[src/rtl/ram_1p_fifo_ctrl_if.sv]
// Push/pop handshake bundle for the single-port-RAM FIFO controller.
// slave is the FIFO side, master is the producer/consumer side.
interface ram_1p_fifo_ctrl_if #(
   parameter int unsigned Width = 32
) ();
   logic             wvalid;
   logic             wready;
   logic [Width-1:0] wdata;
   logic             rvalid;
   logic             rready;
   logic [Width-1:0] rdata;

   modport slave (
      input  wvalid,
      input  wdata,
      input  rready,
      output wready,
      output rvalid,
      output rdata
   );

   modport master (
      output wvalid,
      output wdata,
      output rready,
      input  wready,
      input  rvalid,
      input  rdata
   );
endinterface

[src/rtl/ram_1p_fifo_ctrl.sv]
// FIFO controller storing entries in an external synchronous single-port RAM
// (read data one cycle after the request). A one-entry head register lets pops
// stream at one per cycle; total capacity is Depth + 1.
module ram_1p_fifo_ctrl #(
   parameter int unsigned Width = 32,
   parameter int unsigned Depth = 64,
   localparam int unsigned Aw = $clog2(Depth),
   localparam int unsigned Cw = $clog2(Depth + 3)
) (
   input  logic             clk_i,
   input  logic             rst_i,
   input  logic             clr_i,
   ram_1p_fifo_ctrl_if.slave bus,
   output logic [Cw-1:0]    depth_o,
   output logic             ram_req_o,
   output logic             ram_write_o,
   output logic [Aw-1:0]    ram_addr_o,
   output logic [Width-1:0] ram_wdata_o,
   output logic [Width-1:0] ram_wmask_o,
   input  logic [Width-1:0] ram_rdata_i
);

   logic [Aw-1:0]    wr_ptr_q;
   logic [Aw-1:0]    rd_ptr_q;
   logic [Cw-1:0]    ram_cnt_q;
   logic             rd_pend_q;
   logic             out_full_q;
   logic [Width-1:0] out_q;

   logic flush;
   logic rvalid;
   logic pop;
   logic rd_go;
   logic wr_go;
   logic wready;

   function automatic logic [Aw-1:0] ptr_inc(logic [Aw-1:0] p);
      return (p == Aw'(Depth - 1)) ? '0 : p + Aw'(1);
   endfunction

   // Handshake and RAM-port arbitration; reads win so the head never starves.
   always_comb begin
      flush  = rst_i | clr_i;
      rvalid = out_full_q | rd_pend_q;
      pop    = rvalid & bus.rready & ~flush;
      rd_go  = ~flush & (ram_cnt_q != '0) & (~rvalid | pop);
      // Deliberately independent of wvalid so producers may wait on wready.
      wready = ~flush & (ram_cnt_q < Cw'(Depth)) & ~rd_go;
      wr_go  = bus.wvalid & wready;
   end

   assign bus.wready  = wready;
   assign bus.rvalid  = rvalid;
   // While a read is in flight the head shows the RAM data directly.
   assign bus.rdata   = out_full_q ? out_q : ram_rdata_i;

   assign ram_req_o   = rd_go | wr_go;
   assign ram_write_o = wr_go;
   assign ram_addr_o  = wr_go ? wr_ptr_q : rd_ptr_q;
   assign ram_wdata_o = bus.wdata;
   assign ram_wmask_o = '1;

   // Built from registered state only: no combinational path from any input.
   assign depth_o = ram_cnt_q + Cw'(out_full_q) + Cw'(rd_pend_q);

   // RAM pointers and RAM occupancy.
   always_ff @(posedge clk_i) begin
      if (flush) begin
         wr_ptr_q  <= '0;
         rd_ptr_q  <= '0;
         ram_cnt_q <= '0;
      end else begin
         if (wr_go) begin
            wr_ptr_q <= ptr_inc(wr_ptr_q);
         end
         if (rd_go) begin
            rd_ptr_q <= ptr_inc(rd_ptr_q);
         end
         if (wr_go) begin
            ram_cnt_q <= ram_cnt_q + Cw'(1);
         end else if (rd_go) begin
            ram_cnt_q <= ram_cnt_q - Cw'(1);
         end
      end
   end

   // Head stage: park returning read data unless it is consumed straight away.
   always_ff @(posedge clk_i) begin
      if (flush) begin
         rd_pend_q  <= 1'b0;
         out_full_q <= 1'b0;
         out_q      <= '0;
      end else begin
         rd_pend_q <= rd_go;
         if (rd_pend_q && !pop) begin
            out_q      <= ram_rdata_i;
            out_full_q <= 1'b1;
         end else if (pop) begin
            out_full_q <= 1'b0;
         end
      end
   end

   a_cnt_max: assert property (@(posedge clk_i) disable iff (rst_i)
      ram_cnt_q <= Cw'(Depth));
   a_no_wr_full: assert property (@(posedge clk_i) disable iff (rst_i)
      !(wr_go && ram_cnt_q == Cw'(Depth)));
   a_no_rd_empty: assert property (@(posedge clk_i) disable iff (rst_i)
      !(rd_go && ram_cnt_q == '0));
   // A read only issues once the head drains, so both can never be occupied.
   a_head_excl: assert property (@(posedge clk_i) disable iff (rst_i)
      !(rd_pend_q && out_full_q));
   a_rdata_stable: assert property (@(posedge clk_i) disable iff (rst_i || clr_i)
      (rvalid && !bus.rready) |=> $stable(bus.rdata));

endmodule

[src/flat_wrapper.sv]
// flat-port wrapper written by rule: the top's interface ports become plain ports
module ram_1p_fifo_ctrl_flat 
#(
   parameter int unsigned Width = 32,
   parameter int unsigned Depth = 64,
   localparam int unsigned Aw = $clog2(Depth),
   localparam int unsigned Cw = $clog2(Depth + 3)
)
  (clk_i, rst_i, clr_i, depth_o, ram_req_o, ram_write_o, ram_addr_o, ram_wdata_o, ram_wmask_o, ram_rdata_i, bus_wvalid, bus_wdata, bus_rready, bus_wready, bus_rvalid, bus_rdata);
  ram_1p_fifo_ctrl_if #(.Width(Width)) bus_i ();
  input  logic clk_i;
  input  logic rst_i;
  input  logic clr_i;
  output logic [Cw-1:0] depth_o;
  output logic ram_req_o;
  output logic ram_write_o;
  output logic [Aw-1:0] ram_addr_o;
  output logic [Width-1:0] ram_wdata_o;
  output logic [Width-1:0] ram_wmask_o;
  input  logic [Width-1:0] ram_rdata_i;
  input wire logic [$bits(bus_i.wvalid)-1:0] bus_wvalid;
  input wire logic [$bits(bus_i.wdata)-1:0] bus_wdata;
  input wire logic [$bits(bus_i.rready)-1:0] bus_rready;
  output wire logic [$bits(bus_i.wready)-1:0] bus_wready;
  output wire logic [$bits(bus_i.rvalid)-1:0] bus_rvalid;
  output wire logic [$bits(bus_i.rdata)-1:0] bus_rdata;
  assign bus_i.wvalid = bus_wvalid;
  assign bus_i.wdata = bus_wdata;
  assign bus_i.rready = bus_rready;
  assign bus_wready = bus_i.wready;
  assign bus_rvalid = bus_i.rvalid;
  assign bus_rdata = bus_i.rdata;
  ram_1p_fifo_ctrl #(.Width(Width), .Depth(Depth)) u_core (.clk_i(clk_i), .rst_i(rst_i), .clr_i(clr_i), .bus(bus_i), .depth_o(depth_o), .ram_req_o(ram_req_o), .ram_write_o(ram_write_o), .ram_addr_o(ram_addr_o), .ram_wdata_o(ram_wdata_o), .ram_wmask_o(ram_wmask_o), .ram_rdata_i(ram_rdata_i));
endmodule
[config.mk]
export PLATFORM = sky130hd
export DESIGN_NAME = ram_1p_fifo_ctrl_flat
export DESIGN_NICKNAME = d
export VERILOG_FILES = /design/src/rtl/ram_1p_fifo_ctrl_if.sv /design/src/rtl/ram_1p_fifo_ctrl.sv /design/src/flat_wrapper.sv
export SDC_FILE = /design/constraint.sdc
export NUM_CORES = 1
export LEC_CHECK = 0
export CAP_MARGIN = 20
export CORE_MARGIN = 2
export CORE_UTILIZATION = 43
export CTS_BUF_LIST = sky130_fd_sc_hd__clkbuf_4 sky130_fd_sc_hd__clkbuf_8 sky130_fd_sc_hd__clkbuf_16
export DETAILED_ROUTE_END_ITERATION = 12
export PLACE_DENSITY_LB_ADDON = 0.25
export SLEW_MARGIN = 20
export SYNTH_ARGS = -nofsm -noshare
export SYNTH_HDL_FRONTEND = slang
export SYNTH_SLANG_ARGS = --single-unit
[constraint.sdc]
create_clock -name clk_i -period 4 [get_ports clk_i]
set_input_delay 0.6 -clock clk_i [delete_from_list [all_inputs] [get_ports clk_i]]
set_output_delay 0.6 -clock clk_i [all_outputs]
set_load 0.02 [all_outputs]
# --- After elaboration in Yosys (flattened, before gate mapping) ---
# Index checks and enable logic that the tools add are counted.
# Widths: inputs -> output; s select.
totals:
  word_cells: 42
  regBits: 53
  inputBits: 69
op_classes:
  n_lt_le_gt_ge: 1
  bitwise: 14
  reduce_logical: 5
  add_sub_neg: 6
  mux: 8
  eq_ne: 2
ops:
  columns: ["op", "n"]
  rows:
  - ["$mux 32", 1]
  - ["$mux 6", 3]
  - ["$add 7x1->7", 2]
  - ["$mux 7", 2]
  - ["$add 6x1->6 const B", 2]
  - ["$eq 6x6->1 const B", 2]
  - ["$add 7x1->7 const B", 1]
  - ["$and 1x1->1", 7]
  - ["$lt 7x7->1 const B", 1]
  - ["$reduce_bool 7->1", 1]
  - ["$sub 7x1->7 const B", 1]
  - ["$or 1x1->1", 4]
  - ["$reduce_bool 2->1", 2]
  - ["$not 1->1", 3]
  - ["$mux 1", 2]
  - ["$logic_and 1x1->1", 1]
  - ["$logic_not 1->1", 1]

# --- Logic depth before layout (Yosys ltp) ---
# Gate-level depths: netlist (run 1).
depth:
  ltp_word: 9
  ltp_mapped: 11

# --- Worst setup path before layout (run 1) ---
# Ideal clock, no wire load.
synth_timing:
  path_type: "input port to flip-flop"
  startpoint: "in clr_i"
  endpoint: "reg u_core.ram_cnt_q[6]"
  required_ns: 3.868
  setup_time_ns: 0.132
  arrival_ns: 2.584
  path_stages: 11
  path_slack_ns: 1.283
  path_cell_list: "or2_1 clkbuf_1 nor2_2 nand3_4 buf_6 fa_1 a211oi_1 o21ai_0 a21oi_2 xnor2_1 a21oi_1"
synth_between:
  elab_chain_cells: 9
  word_cells_on_any_way: 12
  classes_between: "mux: 1; bitwise: 10; reduce/logical: 1"
synth_rtl:
  columns: ["element", "line", "text"]
  rows:
  - ["from (decl)", "flat_wrapper.sv:13", "input logic clr_i;"]
  - ["$or 1x1->1 *", "ram_1p_fifo_ctrl.sv:43", "flush = rst_i | clr_i;"]
  - ["$not 1->1", "ram_1p_fifo_ctrl.sv:45, ram_1p_fifo_ctrl.sv:46, ram_1p_fifo_ctrl.sv:48", null]
  - ["$and 1x1->1", "ram_1p_fifo_ctrl.sv:45", "pop = rvalid & bus.rready & ~flush;"]
  - ["$or 1x1->1", "ram_1p_fifo_ctrl.sv:46", "rd_go = ~flush & (ram_cnt_q != '0) & (~rvalid | pop);"]
  - ["$and 1x1->1", "ram_1p_fifo_ctrl.sv:46", null]
  - ["$not 1->1", "ram_1p_fifo_ctrl.sv:48", "wready = ~flush & (ram_cnt_q < Cw'(Depth)) & ~rd_go;"]
  - ["$and 1x1->1", "ram_1p_fifo_ctrl.sv:48", null]
  - ["$and 1x1->1", "ram_1p_fifo_ctrl.sv:49", "wr_go = bus.wvalid & wready;"]
  - ["$mux 7 or $reduce_bool 2->1 (tied branches)", null, null]
  - ["to (signal assigned)", "ram_1p_fifo_ctrl.sv:80", "ram_cnt_q <= ram_cnt_q + Cw'(1);"]
  - ["to (signal assigned)", "ram_1p_fifo_ctrl.sv:82", "ram_cnt_q <= ram_cnt_q - Cw'(1);"]
  - ["to (decl)", "ram_1p_fifo_ctrl.sv:25", "logic [Cw-1:0] ram_cnt_q;"]
# Every way passes the cells marked *; elsewhere a longest branch is shown, timed or not.
# A chain may end at the register's enable or synchronous reset.

# --- Worst setup path in the final report (run 1) ---
layout_timing:
  startpoint: "in bus_rready"
  endpoint: "out ram_addr_o[0]"
layout_between:
  elab_chain_cells: 8
layout_rtl:
  columns: ["element", "line", "text"]
  rows:
  - ["from (decl)", "flat_wrapper.sv:23", "input wire logic [$bits(bus_i.rready)-1:0] bus_rready;"]
  - ["$and 1x1->1 (2 in a row)", "ram_1p_fifo_ctrl.sv:45", null]
  - ["$or 1x1->1", "ram_1p_fifo_ctrl.sv:46", null]
  - ["$and 1x1->1", "ram_1p_fifo_ctrl.sv:46", null]
  - ["$not 1->1", "ram_1p_fifo_ctrl.sv:48", null]
  - ["$and 1x1->1", "ram_1p_fifo_ctrl.sv:48", null]
  - ["$and 1x1->1", "ram_1p_fifo_ctrl.sv:49", null]
  - ["$mux 6", "ram_1p_fifo_ctrl.sv:59", "assign ram_addr_o = wr_go ? wr_ptr_q : rd_ptr_q;"]
  - ["to (decl)", "flat_wrapper.sv:17", "output logic [Aw-1:0] ram_addr_o;"]
# No other way between the ends.

==> run metrics, run 1 <==
Synth cell types=41; Max Root-Sink Buffers=2; Seq pwr share=0.416; Vias=between 2000 and 3000; dpl cell area=3910 sq um; I/O Buffers=between 80 and 90; Final Max Slew Viols=0; share of layout cells above drive strength 1=0.137; Via density=4.85; I/O pins=182; Std-Cell Rows=32; Most Frequent Cell on Critical Path=clkdlybuf4s50_1; Worst Setup End Kind=output pin; Syn Area/Cell=~8.4 sq um; initial drt markers=60; Worst Path Class, Setup=primary input to output pin; global placement routability congestion=0.883; Register Area=1060 sq um; Hold WC Path Type=flop to flop; total internal power=0.000914 W; Req. time, crit path=3.40 ns; CP bufs+invs=2; Post-CTS Setup Inserts=0; Worst setup SP type=primary input; Post-Layout Inst Area=4000 sq um; DRC viols=0; Worst EP arrival=between 3 and 4 ns; clock power share=0.224; routing usage on met1=0.196; Die ar.=8490 sq um; total CTS buffers=5; Fillers=740; H-tree depth reported by CTS=2; critical path's largest stage delay=0.54 ns; initial antenna violation count=0; Routed Wire Length=6930 um; global route hottest layer=met2; met3 usage=0.0386; max_slew headroom=0.626; CP delay by family, top=buffers and inverters; initial core utilization=0.439; Least-Margin Pin Slew=~0.56 ns; final setup fails=0; PwrDens=348 nW/um^2; Comb pwr share=0.360; Die X-Extent=92.1 um; worst clock skew=0.00313 ns; total negative setup slack=0 ns; Layout area overhead=19.7%; DR pass1 iterations=4; fin crit period=3.63 ns; ys flop type=dfxtp_1; area taken by multi-input logic gates=1800 sq um; vias in the first global route=2492; core box area=between 7000 and 8000 sq um; final net count=523; final hold violation count=0; Synth Register Bits=53; FMAX=0.275 GHz; crit path max fanout=18; Final ANT Viol Nets=0; Synth Cell Area=3340 sq um; Hold-fix buffers, CTS=0; CTS clk-pin slew, worst paths=0.09 ns; CTS tree=yes; unrepaired setup endpoints after global routing=false; Mapped Cells=398; clock latency on the worst-skew pair=0.31 ns; Yosys warning count=0; Sw Share=0.344; Hold Worst Slack=0.458 ns; MaxCap Viol Count=0; post-cts sizing count=0; crit path cell chain=clkdlybuf4s50_1 -> or3b_1 -> a22o_4 -> nand3_4 -> mux2_2 -> clkdlybuf4s50_1; CP max stage cell=clkdlybuf4s50_1; ys async rst share=0; gr ovfl total=0; height of the chip=~92 um; first-pass GRT wire length=11300 um; Post-synth EDFFs=0; largest net degree at the start of global routing=53; P_leak=1.50 nW; GR Util All Layers=0.162; Tcrit/Tclk final=0.909; antenna cell count=0; Clock Tree Root=clkbuf_8; Worst IR Drop VDD=0.231 mV; Seq/Total Area, Yosys=0.318; routed len/inst=~13 um; GR Util met2=0.272; status=completed; sw power=0.000479 W; detailed placement HPWL=4870 um; clock sinks=53
area by class of cell:
type | count | area share
clock inverter | 1 | 0.00188
inverter | 8 | 0.00751
tap | 102 | 0.0319
timing repair buffer | 90 | 0.222
sequential | 53 | 0.265
multi-input combinational | 286 | 0.450
clock buffer | 7 | 0.0210
cells by family after synthesis:
family,after synthesis,share of synthesized area
other,1,0.00112
and+or+nand+nor,125,0.172
DFF,53,0.318
muxes,41,0.137
AOI/OAI and AO/OA,63,0.112
xor gates and xnor gates,15,0.0393
buffers and inverters,90,0.179
adders and majority gates,10,0.0419
power by group through the flow:
stage	Combinational (W)	Sequential, W	Clock [W]
floorplan	0.000425	0.000583	0
global placement	0.000501	0.000591	0
detailed placement	0.000506	0.000592	0
CTS	0.000508	0.000580	0.000327
global route	0.000548	0.000585	0.000349
finish	0.000502	0.000579	0.000312
worst register-to-register path, delay by kind of cell (launching register included):
family,cells,cell delay [ns]
xor+xnor,1,0.12
compound gates,5,0.98
flops,1,0.37
fa+ha+maj,1,0.54
simple gates,2,0.63
cell usage after synthesis (2+ instances only):
master,n,area (sq um)
a211oi_1,3,22.5
a21o_1,2,15.0
a21oi_1,44,220
and3_1,5,31.3
buf_2,4,20.0
buf_4,64,480
buf_6,2,22.5
clkbuf_1,12,45.0
dfxtp_1,53,1060
fa_1,2,40.0
ha_1,8,100
inv_1,8,30.0
mux2_1,3,33.8
mux2_2,34,383
mux2i_1,4,40.0
nand2_1,76,285
nand3_1,4,20.0
nand4_1,6,37.5
nor2_1,17,63.8
nor2_2,2,12.5
nor2b_1,2,12.5
nor3_1,4,20.0
o211ai_1,2,15.0
o21ai_0,5,25.0
or2_2,3,18.8
xnor2_1,9,78.8
xor2_1,6,52.6
routing by layer:
metal,part of all wire,wire (um),up-vias
met5,0,0,-
met1,0.45,3130,1198
met3,0.066,460,30
met2,0.46,3180,92
li1,-,-,1334
met4,0.023,156,0
final timing paths:
check	start	slack (ns)	endpoint	cells past startpoint
worst min-delay path	u_core.out_q[15]	0.46	u_core.out_q[15]	2
worst max-delay path	bus_rready	0.37	ram_addr_o[0]	6
worst max register to register	u_core.ram_cnt_q[0]	1.24	u_core.ram_cnt_q[6]	9
worst min register to register	u_core.out_q[15]	0.46	u_core.out_q[15]	2
through the flow:
step | setup slack (ns) | std cells | utilization | total power (W)
2_1_floorplan | 1.28 | 429 | - | 0.00101
3_3_place_gp | 0.396 | 539 | 0.514 | 0.00109
3_5_place_dp | 0.367 | 539 | 0.514 | 0.00110
4_1_cts | 0.360 | 547 | 0.526 | 0.00141
5_1_grt | 0.290 | 547 | 0.526 | 0.00148
6_report | 0.366 | 547 | 0.526 | 0.00139
sequential cells by signal (all words and copies together), names as in the netlist:
name,count
u_core.out_full_q,1
u_core.out_q,32
u_core.ram_cnt_q,7
u_core.rd_pend_q,1
u_core.rd_ptr_q,6
u_core.wr_ptr_q,6
placed cells by master, fill, tap and decap left out, types with 6 or more instances in the layout:
master / synthesis / layout
clkdlybuf4s50_1: 0 / 85
nand2_1: 76 / 76
dfxtp_1: 53 / 53
a21oi_1: 44 / 43
mux2_2: 34 / 34
conb_1: 1 / 32
nor2_1: 17 / 17
xnor2_1: 9 / 9
inv_1: 8 / 8
ha_1: 8 / 8
nand4_1: 6 / 6
xor2_1: 6 / 6
Power figures use the tool's default switching activity.
==> run 2: changes to the inputs <==
--- a/config.mk
+++ b/config.mk
@@ -6,8 +6,10 @@
 export NUM_CORES = 1
 export LEC_CHECK = 0
 export CAP_MARGIN = 20
+export CELL_PAD_IN_SITES_DETAIL_PLACEMENT = 1
+export CELL_PAD_IN_SITES_GLOBAL_PLACEMENT = 2
 export CORE_MARGIN = 2
-export CORE_UTILIZATION = 43
+export CORE_UTILIZATION = 23
 export CTS_BUF_LIST = sky130_fd_sc_hd__clkbuf_4 sky130_fd_sc_hd__clkbuf_8 sky130_fd_sc_hd__clkbuf_16
 export DETAILED_ROUTE_END_ITERATION = 12
 export PLACE_DENSITY_LB_ADDON = 0.25
==> run metrics, run 2 (same netlist as run 1, synthesis figures left out) <==
initial core utilization=0.232 (-0.207); initial antenna violation count=0 (unchanged); CP delay by family, top=buffers and inverters; crit path cell chain=clkdlybuf4s50_1 -> or3b_1 -> a22o_4 -> nand3_4 -> mux2_2 -> clkdlybuf4s50_1; Hold WC Path Type=flop to flop; Hold Worst Slack=0.453 ns (-0.00527 ns); antenna cell count=0 (unchanged); Layout area overhead=25.4%; most frequent cells in the layout=clkdlybuf4s50_1, nand2_1, dfxtp_1, a21oi_1, mux2_2; Die X-Extent=125 um (+35%); fin crit period=3.65 ns (+0.0184 ns); CP max stage cell=clkdlybuf4s50_1; height of the chip=125 um (+35%); Clock Tree Root=clkbuf_16; I/O pins=182 (unchanged); clock latency on the worst-skew pair=0.30 ns (about the same); routed len/inst=13.7 um (+8.4%); largest net degree at the start of global routing=53 (unchanged); critical path's largest stage delay=0.55 ns (about the same); unrepaired setup endpoints after global routing=false; vias in the first global route=2685 (+7.7%); max_slew headroom=0.592 (-0.0344); most common cell after layout, fill and taps aside=clkdlybuf4s50_1; placed insts=621 (+15%); met3 usage=0.0369 (-0.00168); top flop regs=u_core.out_q: 32 flops, u_core.ram_cnt_q: 7 flops; Routed Wire Length=8640 um (+25%); I/O Buffers=85 (unchanged); Via density=4.29 (-12%); first-pass GRT wire length=14200 um (+26%); initial drt markers=70 (+17%); worst clock skew=0.00368 ns (+0.000555 ns); Die ar.=15500 sq um (+83%); P_leak=1.54 nW (+2.8%); Worst setup SP type=primary input; total CTS buffers=5 (unchanged); Vias=2696 (+1.6%); CTS tree=yes; Worst Setup End Kind=output pin; Worst EP arrival=3.05 ns (+0.02 ns); MaxCap Viol Count=0 (unchanged); Register Area=1060 sq um (unchanged); status=completed; largest reg by FF count=u_core.out_q; clock sinks=53 (unchanged); Worst Path Class, Setup=primary input to output pin; Worst IR Drop VDD=0.209 mV (-9.4%); GR Util met2=0.169 (-0.103); total negative setup slack=0 ns (unchanged); GR Util All Layers=0.112 (-0.0501); Max Root-Sink Buffers=2 (unchanged); DRC viols=0 (unchanged); global route hottest layer=met2; CP bufs+invs=2 (unchanged); Post-Layout Inst Area=4190 sq um (+4.7%); final setup fails=0 (unchanged); Fillers=1714 (+130%); detailed placement HPWL=6110 um (+26%); core box area=14400 sq um (+89%); gr ovfl total=0 (unchanged); fin util=0.291 (-0.234); share of layout cells above drive strength 1=0.137 (unchanged); Tcrit/Tclk final=0.913 (+0.00459); crit path max fanout=18 (unchanged); dpl cell area=4010 sq um (+2.6%); Least-Margin Pin Slew=0.612 ns (+0.0516 ns); post-cts sizing count=0 (unchanged); FMAX=0.274 GHz (-0.50%); Most Frequent Cell on Critical Path=clkdlybuf4s50_1; global placement routability congestion=0.727 (-18%); Finished Layout Cells=629 (+15%); final hold violation count=0 (unchanged); area taken by multi-input logic gates=1800 sq um (unchanged); H-tree depth reported by CTS=2 (unchanged); Req. time, crit path=3.40 ns (about the same); final net count=523 (unchanged); Std-Cell Rows=44 (+38%); CTS clk-pin slew, worst paths=0.07 ns (-0.02 ns); Post-CTS Setup Inserts=0 (unchanged); DR pass1 iterations=4 (unchanged); Final Max Slew Viols=0 (unchanged); routing usage on met1=0.154 (-0.0423); Final ANT Viol Nets=0 (unchanged); PwrDens=386 nW/um^2 (+11%); max FFs per register=32 (unchanged); Hold-fix buffers, CTS=0 (unchanged)
## run 2: cell count changes in the layout (fill, tap and decap cells not counted)
cell,change
clkbuf_8,-4
clkbuf_16,+5
clkinvlp_4,-1
clkbuf_4,-1
bufinv_16,+1
## run 2: worst reg2reg max path: stages (launching register included)
cell and delay, ns:
dfxtp_1 0.60, or2_2 0.26, a22o_4 0.25, nand3_4 0.25
fa_1 0.55, a211oi_1 0.26, o21ai_0 0.19, a21oi_2 0.17
xnor2_1 0.12, a21oi_1 0.08
## run 2: per-stage QoR
step / worst slack, ns / power, W
after global placement: 0.365 / 0.00111
after floorplan: 1.28 / 0.00101
final: 0.348 / 0.00162
after detailed placement: 0.329 / 0.00112
after CTS: 0.325 / 0.00166
after global routing: 0.263 / 0.00172
## run 2: layout make-up
| type | instances | area share |
|---|---|---|
| inverter | 8 | 0.00717 |
| clock inverter | 1 | 0.00717 |
| tap | 184 | 0.0550 |
| clock buffer | 7 | 0.0350 |
| timing repair buffer | 90 | 0.212 |
| multi-input combinational | 286 | 0.430 |
| sequential | 53 | 0.253 |
## run 2: report_power, final
| part | internal, W | switching (W) |
|---|---|---|
| clock network | 0.000320 | 0.000203 |
| registers | 0.000550 | 0.0000317 |
| logic | 0.000227 | 0.000287 |
## run 2: path summary, 6_finish.rpt
path | startpoint | to | slack [ns] | cells past startpoint
max | bus_rready | ram_addr_o[5] | 0.35 | 6
min | u_core.out_q[29] | u_core.out_q[29] | 0.45 | 2
max reg2reg | u_core.out_full_q | u_core.ram_cnt_q[6] | 1.14 | 9
min reg2reg | u_core.out_q[29] | u_core.out_q[29] | 0.45 | 2
## run 2: metal layers
layer	routed length (um)	up-vias
met5	0	-
met1	4250	1274
met2	3800	84
li1	-	1328
met3	502	10
met4	89	0
